`src/rtl/dip_led_ctrl.sv`:
```
// -----------------------------------------------------------------------------
// dip_led_ctrl
//
// Front-panel switch-to-LED controller. Raw DIP switches are synchronised and
// debounced per bit. The debounced bank then drives an equal-width LED bank in
// one of four run-time selectable modes:
//   00 PASS    : led follows the debounced switches
//   01 BLINK   : debounced pattern gated on/off every BLINK_TICKS prescaler ticks
//   10 MARQUEE : snapshot of the pattern rotated left once per tick
//   11 DIM     : debounced pattern gated by a free-running PWM counter vs duty
//
// Ports
//   clk    in  1         single clock, all state on rising edge
//   rst_n  in  1         asynchronous active-low reset, release synchronous
//   dip    in  WIDTH     raw switch inputs (asynchronous)
//   mode   in  2         mode select (asynchronous, synchronised here)
//   duty   in  PWM_BITS  DIM on-time in PWM counts (synchronous to clk)
//   led    out WIDTH     registered LED drive, active-high
//   tick   out 1         one-cycle prescaler pulse
// -----------------------------------------------------------------------------
module dip_led_ctrl #(
  parameter int WIDTH       = 8,
  parameter int DEB_CYCLES  = 16,
  parameter int TICK_DIV    = 50000,
  parameter int BLINK_TICKS = 8,
  parameter int PWM_BITS    = 4
) (
  input  logic                clk,
  input  logic                rst_n,
  input  logic [WIDTH-1:0]    dip,
  input  logic [1:0]          mode,
  input  logic [PWM_BITS-1:0] duty,
  output logic [WIDTH-1:0]    led,
  output logic                tick
);

  // Counter widths sized to hold 0..N-1 (at least one bit each).
  localparam int DW = (DEB_CYCLES  > 1) ? $clog2(DEB_CYCLES)  : 1;
  localparam int PW = (TICK_DIV    > 1) ? $clog2(TICK_DIV)    : 1;
  localparam int BW = (BLINK_TICKS > 1) ? $clog2(BLINK_TICKS) : 1;

  localparam logic [DW-1:0] DEB_LAST   = DW'(DEB_CYCLES - 1);
  localparam logic [PW-1:0] PCNT_LAST  = PW'(TICK_DIV - 1);
  localparam logic [BW-1:0] BLINK_LAST = BW'(BLINK_TICKS - 1);

  typedef enum logic [1:0] {
    MODE_PASS    = 2'b00,
    MODE_BLINK   = 2'b01,
    MODE_MARQUEE = 2'b10,
    MODE_DIM     = 2'b11
  } mode_t;

  // ---------------------------------------------------------------------------
  // Two-flop synchronisers for the switch bank and the mode select.
  // mode_q is a delayed copy of mode_s used only to detect mode entry.
  // ---------------------------------------------------------------------------
  logic [WIDTH-1:0] dip_meta;
  logic [WIDTH-1:0] dip_s;
  logic [1:0]       mode_meta;
  logic [1:0]       mode_s;
  logic [1:0]       mode_q;

  always_ff @(posedge clk or negedge rst_n) begin
    if (!rst_n) begin
      dip_meta  <= '0;
      dip_s     <= '0;
      mode_meta <= '0;
      mode_s    <= '0;
      mode_q    <= '0;
    end else begin
      dip_meta  <= dip;
      dip_s     <= dip_meta;
      mode_meta <= mode;
      mode_s    <= mode_meta;
      mode_q    <= mode_s;
    end
  end

  // ---------------------------------------------------------------------------
  // Per-bit debounce. A bit's counter runs only while the synchronised input
  // disagrees with the debounced value; any agreement restarts the count, so
  // only a disagreement lasting DEB_CYCLES consecutive cycles is accepted.
  // ---------------------------------------------------------------------------
  logic [WIDTH-1:0] deb;

  genvar gi;
  generate
    for (gi = 0; gi < WIDTH; gi++) begin : g_deb
      logic [DW-1:0] cnt;
      logic          deb_bit;

      always_ff @(posedge clk or negedge rst_n) begin
        if (!rst_n) begin
          cnt     <= '0;
          deb_bit <= 1'b0;
        end else if (dip_s[gi] == deb_bit) begin
          cnt <= '0;
        end else if (cnt == DEB_LAST) begin
          deb_bit <= dip_s[gi];
          cnt     <= '0;
        end else begin
          cnt <= cnt + 1'b1;
        end
      end

      assign deb[gi] = deb_bit;
    end
  endgenerate

  // ---------------------------------------------------------------------------
  // Mode engine state
  // ---------------------------------------------------------------------------
  mode_t               mode_cur;
  logic                entry;
  logic [PW-1:0]       pcnt;
  logic [PW-1:0]       pcnt_next;
  logic [BW-1:0]       bcnt;
  logic [BW-1:0]       bcnt_next;
  logic                phase;
  logic                phase_next;
  logic [WIDTH-1:0]    mq;
  logic [WIDTH-1:0]    mq_next;
  logic [WIDTH-1:0]    mq_rot;
  logic [WIDTH-1:0]    mq_load;
  logic [PWM_BITS-1:0] pwm_cnt;
  logic [PWM_BITS-1:0] pwm_next;
  logic [WIDTH-1:0]    led_next;

  assign mode_cur = mode_t'(mode_s);
  assign entry    = (mode_s != mode_q);
  assign tick     = (pcnt == PCNT_LAST);

  // Marquee never starts dark: an all-zero pattern is replaced by a single lit LSB.
  assign mq_load = (deb == '0) ? WIDTH'(1) : deb;

  // Left rotate with MSB wrapping into bit 0; a one-LED bank is its own rotation.
  generate
    if (WIDTH == 1) begin : g_rot_one
      assign mq_rot = mq;
    end else begin : g_rot_many
      assign mq_rot = {mq[WIDTH-2:0], mq[WIDTH-1]};
    end
  endgenerate

  // Next-state and LED selection. The LED value is derived from the post-edge
  // view of phase/mq/pwm_cnt so the LED and the state it reflects update on
  // the same edge, and a new mode is visible one cycle after mode_s changes.
  always_comb begin
    pcnt_next  = pcnt;
    bcnt_next  = bcnt;
    phase_next = phase;
    mq_next    = mq;
    pwm_next   = pwm_cnt + 1'b1;
    led_next   = '0;

    if (entry) begin
      // Entry wins over a coincident tick: everything restarts from zero and
      // the tick is not applied to phase or the marquee.
      pcnt_next  = '0;
      bcnt_next  = '0;
      phase_next = 1'b1;
      pwm_next   = '0;
      mq_next    = mq_load;
    end else begin
      pcnt_next = tick ? '0 : pcnt + 1'b1;
      if (tick) begin
        case (mode_cur)
          MODE_BLINK: begin
            if (bcnt == BLINK_LAST) begin
              bcnt_next  = '0;
              phase_next = ~phase;
            end else begin
              bcnt_next = bcnt + 1'b1;
            end
          end
          MODE_MARQUEE: mq_next = mq_rot;
          default: ;
        endcase
      end
    end

    case (mode_cur)
      MODE_PASS:    led_next = deb;
      MODE_BLINK:   led_next = phase_next ? deb : '0;
      MODE_MARQUEE: led_next = mq_next;
      MODE_DIM:     led_next = (pwm_next < duty) ? deb : '0;
      default:      led_next = '0;
    endcase
  end

  always_ff @(posedge clk or negedge rst_n) begin
    if (!rst_n) begin
      pcnt    <= '0;
      bcnt    <= '0;
      phase   <= 1'b1;
      mq      <= '0;
      pwm_cnt <= '0;
      led     <= '0;
    end else begin
      pcnt    <= pcnt_next;
      bcnt    <= bcnt_next;
      phase   <= phase_next;
      mq      <= mq_next;
      pwm_cnt <= pwm_next;
      led     <= led_next;
    end
  end

endmodule

```
`config.mk`:
```
export PLATFORM = sky130hd
export DESIGN_NAME = dip_led_ctrl
export DESIGN_NICKNAME = d
export VERILOG_FILES = /design/src/rtl/dip_led_ctrl.sv
export SDC_FILE = /design/constraint.sdc
export NUM_CORES = 1
export LEC_CHECK = 0
export CAP_MARGIN = 10
export CORE_AREA = 4 4 96 98
export CTS_CLUSTER_SIZE = 24
export DETAILED_ROUTE_END_ITERATION = 16
export DIE_AREA = 0 0 100 102
export HOLD_SLACK_MARGIN = 0.06
export PLACE_DENSITY_LB_ADDON = 0.3
export SLEW_MARGIN = 20
export SYNTH_ARGS = -nofsm -noshare
export SYNTH_HDL_FRONTEND = slang
export SYNTH_SLANG_ARGS = --single-unit
export TNS_END_PERCENT = 50
```
`constraint.sdc`:
```
create_clock -name clk -period 3.03 [get_ports clk]
set_input_delay 0.606 -clock clk [delete_from_list [all_inputs] [get_ports clk]]
set_output_delay 0.606 -clock clk [all_outputs]
set_load 0.05 [all_outputs]
```
==> out/qor.csv <==
stage,metric,value,unit
run_status,status,finished clean,
timing,endpoints failing setup,0,
final_layout,flip-flop and latch area,2554,µm²
logic_synthesis,most common cell in the netlist,dfrtp_1,
logic_synthesis,post-synth top area share,0.5852,
place,PortBufs,24,
final_layout,Fill cells,692,
clocking,H-tree Lvls,3,
grt,initial antenna violation count,0,
detailed_routing,Iter 0 DRT Violations,132,
place,DP Cell Count,505,
die,die span in x,100,µm
timing,min Tclk post-route,2796,ps
logic_synthesis,Synth area leader,dfrtp_1,
logic_synthesis,YS warnings,0,
place,RePlAce Congestion,0.7731,
worst_setup_path,CP Data Required Time,3280,ps
worst_setup_path,crit path kind,reg2reg,
timing,Fin Setup TNS,0,ps
min_path,Worst Hold Class,in2async,
clocking,Num CTS Buffers,9,
timing,Fmax,357.7,MHz
final_layout,fin nets,439,
logic_synthesis,synthesized flop and latch total,102,
detailed_routing,Final ANT Viol Nets,0,
final_layout,P&R area growth vs syn,13.41,%
clocking,Post-CTS Resized,0,
die,die area,10200,µm²
grt,first-pass GRT wire length,12.28,mm
clocking,setup repair bufs after CTS,0,
worst_setup_path,element type at the critical path end,register,
clocking,Post-CTS Hold Buffers,0,
place,DPL Wire Length,5.035,mm
worst_setup_path,Worst EP arrival,3050,ps
die,row cnt,34,
place,DP Area,4711,µm²
timing,Worst Tran Pin Value,887.4,ps
logic_synthesis,Synth Cell Area,4319,µm²
final_layout,antenna cells,0,
detailed_routing,DR pass1 iterations,4,
logic_synthesis,Cells after Synth,374,
timing,Final Hold Vio Count,0,
logic_synthesis,sequential fraction of the synthesis area,0.5913,
clocking,"Reg clk slew, reported paths",100,ps
timing,RSZ-0062 raised after global routing,no,
logic_synthesis,"EDFF count, synth",0,
logic_synthesis,Syn Area/Cell,11.55,µm²
power,Max IR drop VDD,248.1,µV
clocking,Num Clock Sinks,102,
grt,vias in the first global route,2745,
power,Power Density,509.5,nW/µm²
grt,gr usage total,0.1512,
worst_setup_path,Critical Path Source Type,register,
final_layout,Multi-input gate area,1650,µm²
final_layout,"Design Area, Final",4898,µm²
final_layout,Non-Filler Instances,521,
timing,relative slew slack,0.4039,
grt,pin count of the biggest net entering global routing,58,
detailed_routing,drt total wl,7.420,mm
final_layout,fraction of layout cells with a size suffix above 1,0.09927,
clocking,Clock Tree Buf Depth,2,
logic_synthesis,synth cell count leaders,"101 x dfrtp_1, 46 x nor2_1, 27 x a21oi_1",
detailed_routing,via count,2831,
clocking,CTS root buf,clkbuf_8,
logic_synthesis,Synth area leaders,"dfrtp_1 59%, xnor2_1 4.7%, ha_1 4.3%",
timing,crit share post-route,0.9227,
detailed_routing,Via density,5.434,
die,Initial Utilization,0.5102,
die,core area,8466,µm²
logic_synthesis,Main synth FF type,dfrtp_1,
logic_synthesis,Async SR Flop Fraction,1.000,
power,leakage,2.142,nW
die,IO Count,25,
detailed_routing,WL/cell,14.24,µm
die,overall die height,102,µm
detailed_routing,DR DRC count,0,
clocking,CTS tree,built,
grt,GRT Residual Overflow,0,
timing,setup clock skew after layout,15.14,ps
timing,Hold Slack,235.1,ps
worst_setup_path,CP Max Fanout,8,
run,max-cap viol count,0,
logic_synthesis,number of distinct library cells after synthesis,39,
timing,final count of pins violating max slew,0,
logic_synthesis,Syn Nets,405,
clocking,Clock Latency Late Sink,360,ps
-- where the power goes --
part / internal (mW) / total, mW / switching (mW) / leakage [nW]
clock: 0.333 / 0.815 / 0.482 / 0.0903
combinational: 0.0914 / 0.216 / 0.125 / 0.717
sequential: 1.42 / 1.46 / 0.0444 / 1.33
-- routing by layer --
metal | vias to the layer above | track usage | part of all wire
met2 | 44 | 0.2483 | 0.47
met5 | - | 0 | 0
li1 | 1373 | - | -
met3 | 10 | 0.03618 | 0.038
met4 | 0 | 0.05389 | 0.015
met1 | 1404 | 0.1982 | 0.48
-- worst paths after layout --
| path | depth (start not counted) | from | slack (ps) | end |
|---|---|---|---|---|
| min | 1 | rst_n | 240 | pcnt[6] |
| min in group clk | 0 | dip_meta[0] | 360 | dip_s[0] |
| max | 9 | mode_cur[1] | 230 | led[6] |
| max reg2reg | 9 | mode_cur[1] | 230 | led[6] |
| max in group asynchronous | 2 | rst_n | 2080 | g_deb[5].cnt[2] |
| min reg2reg | 0 | dip_meta[0] | 360 | dip_s[0] |
-- state kept, by name, indices dropped and copies added (netlist names), 4 cells and up --
signal	count
pwm_cnt	4
pcnt	16
led	8
g_deb.cnt	32
mq	8
dip_meta	8
g_deb.deb_bit	8
dip_s	8
-- cells in the final DEF (no fill, tap or decap), drive strengths merged, types with 2 or more instances in the layout --
cell type / synthesis / final
nor4: 3 / 3
buf: 3 / 6
mux2i: 2 / 2
nand4: 5 / 5
nand2: 4 / 4
nand3: 19 / 19
ha: 15 / 15
o32ai: 7 / 7
mux2: 14 / 14
inv: 25 / 29
nand4b: 8 / 8
xnor2: 23 / 23
a21oi: 27 / 27
clkbuf: 2 / 10
dfrtp: 101 / 101
nor3b: 8 / 8
nor2b: 8 / 8
and3: 6 / 6
clkdlybuf4s50: 0 / 22
clkinvlp: 0 / 2
o21ai: 14 / 14
nor3: 3 / 3
xor2: 9 / 9
nor2: 46 / 46
or3: 4 / 4
and4: 4 / 4
-- kinds of logic (layout without fill, tap and decap cells) --
group | count (synthesis) | in the layout | synth area share
adders and majority gates | 15 | 15 | 0.04345
DFF | 102 | 102 | 0.5913
xor gates and xnor gates | 32 | 32 | 0.06489
AOI/OAI and AO/OA | 54 | 54 | 0.07445
muxes | 16 | 16 | 0.04114
and+or+nand+nor | 125 | 125 | 0.1582
buffers and inverters | 30 | 69 | 0.02665
-- per-stage QoR --
| stage | total power, mW | worst slack (ps) | utilization |
|---|---|---|---|
| 6_report | 2.496 | 234.1 | 0.5786 |
| 3_3_place_gp | 1.700 | 317.6 | 0.5565 |
| 4_1_cts | 2.525 | 226.7 | 0.5786 |
| 3_5_place_dp | 1.709 | 255.4 | 0.5565 |
| 2_1_floorplan | 1.610 | 160.5 | - |
| 5_1_grt | 2.603 | 91.73 | 0.5786 |
-- layout make-up --
type                    count  area share
flip-flops and latches    102      0.5213
multi-input cells         242      0.3369
repair buffers             28     0.05670
clock buffers              10     0.02810
well taps                 108     0.02759
inverters                  25     0.01916
clock inverters             6     0.01022
-- worst max-delay path: stages (launching register included) --
cell	delay (ps)
dfrtp_1	450
xor2_1	210
or2_2	340
nor2_1	170
ha_1	270
o211ai_1	210
nor4_1	60
or4b_1	510
a32o_2	310
o32ai_1	150
No activity file was read; power rests on OpenSTA's default activity.
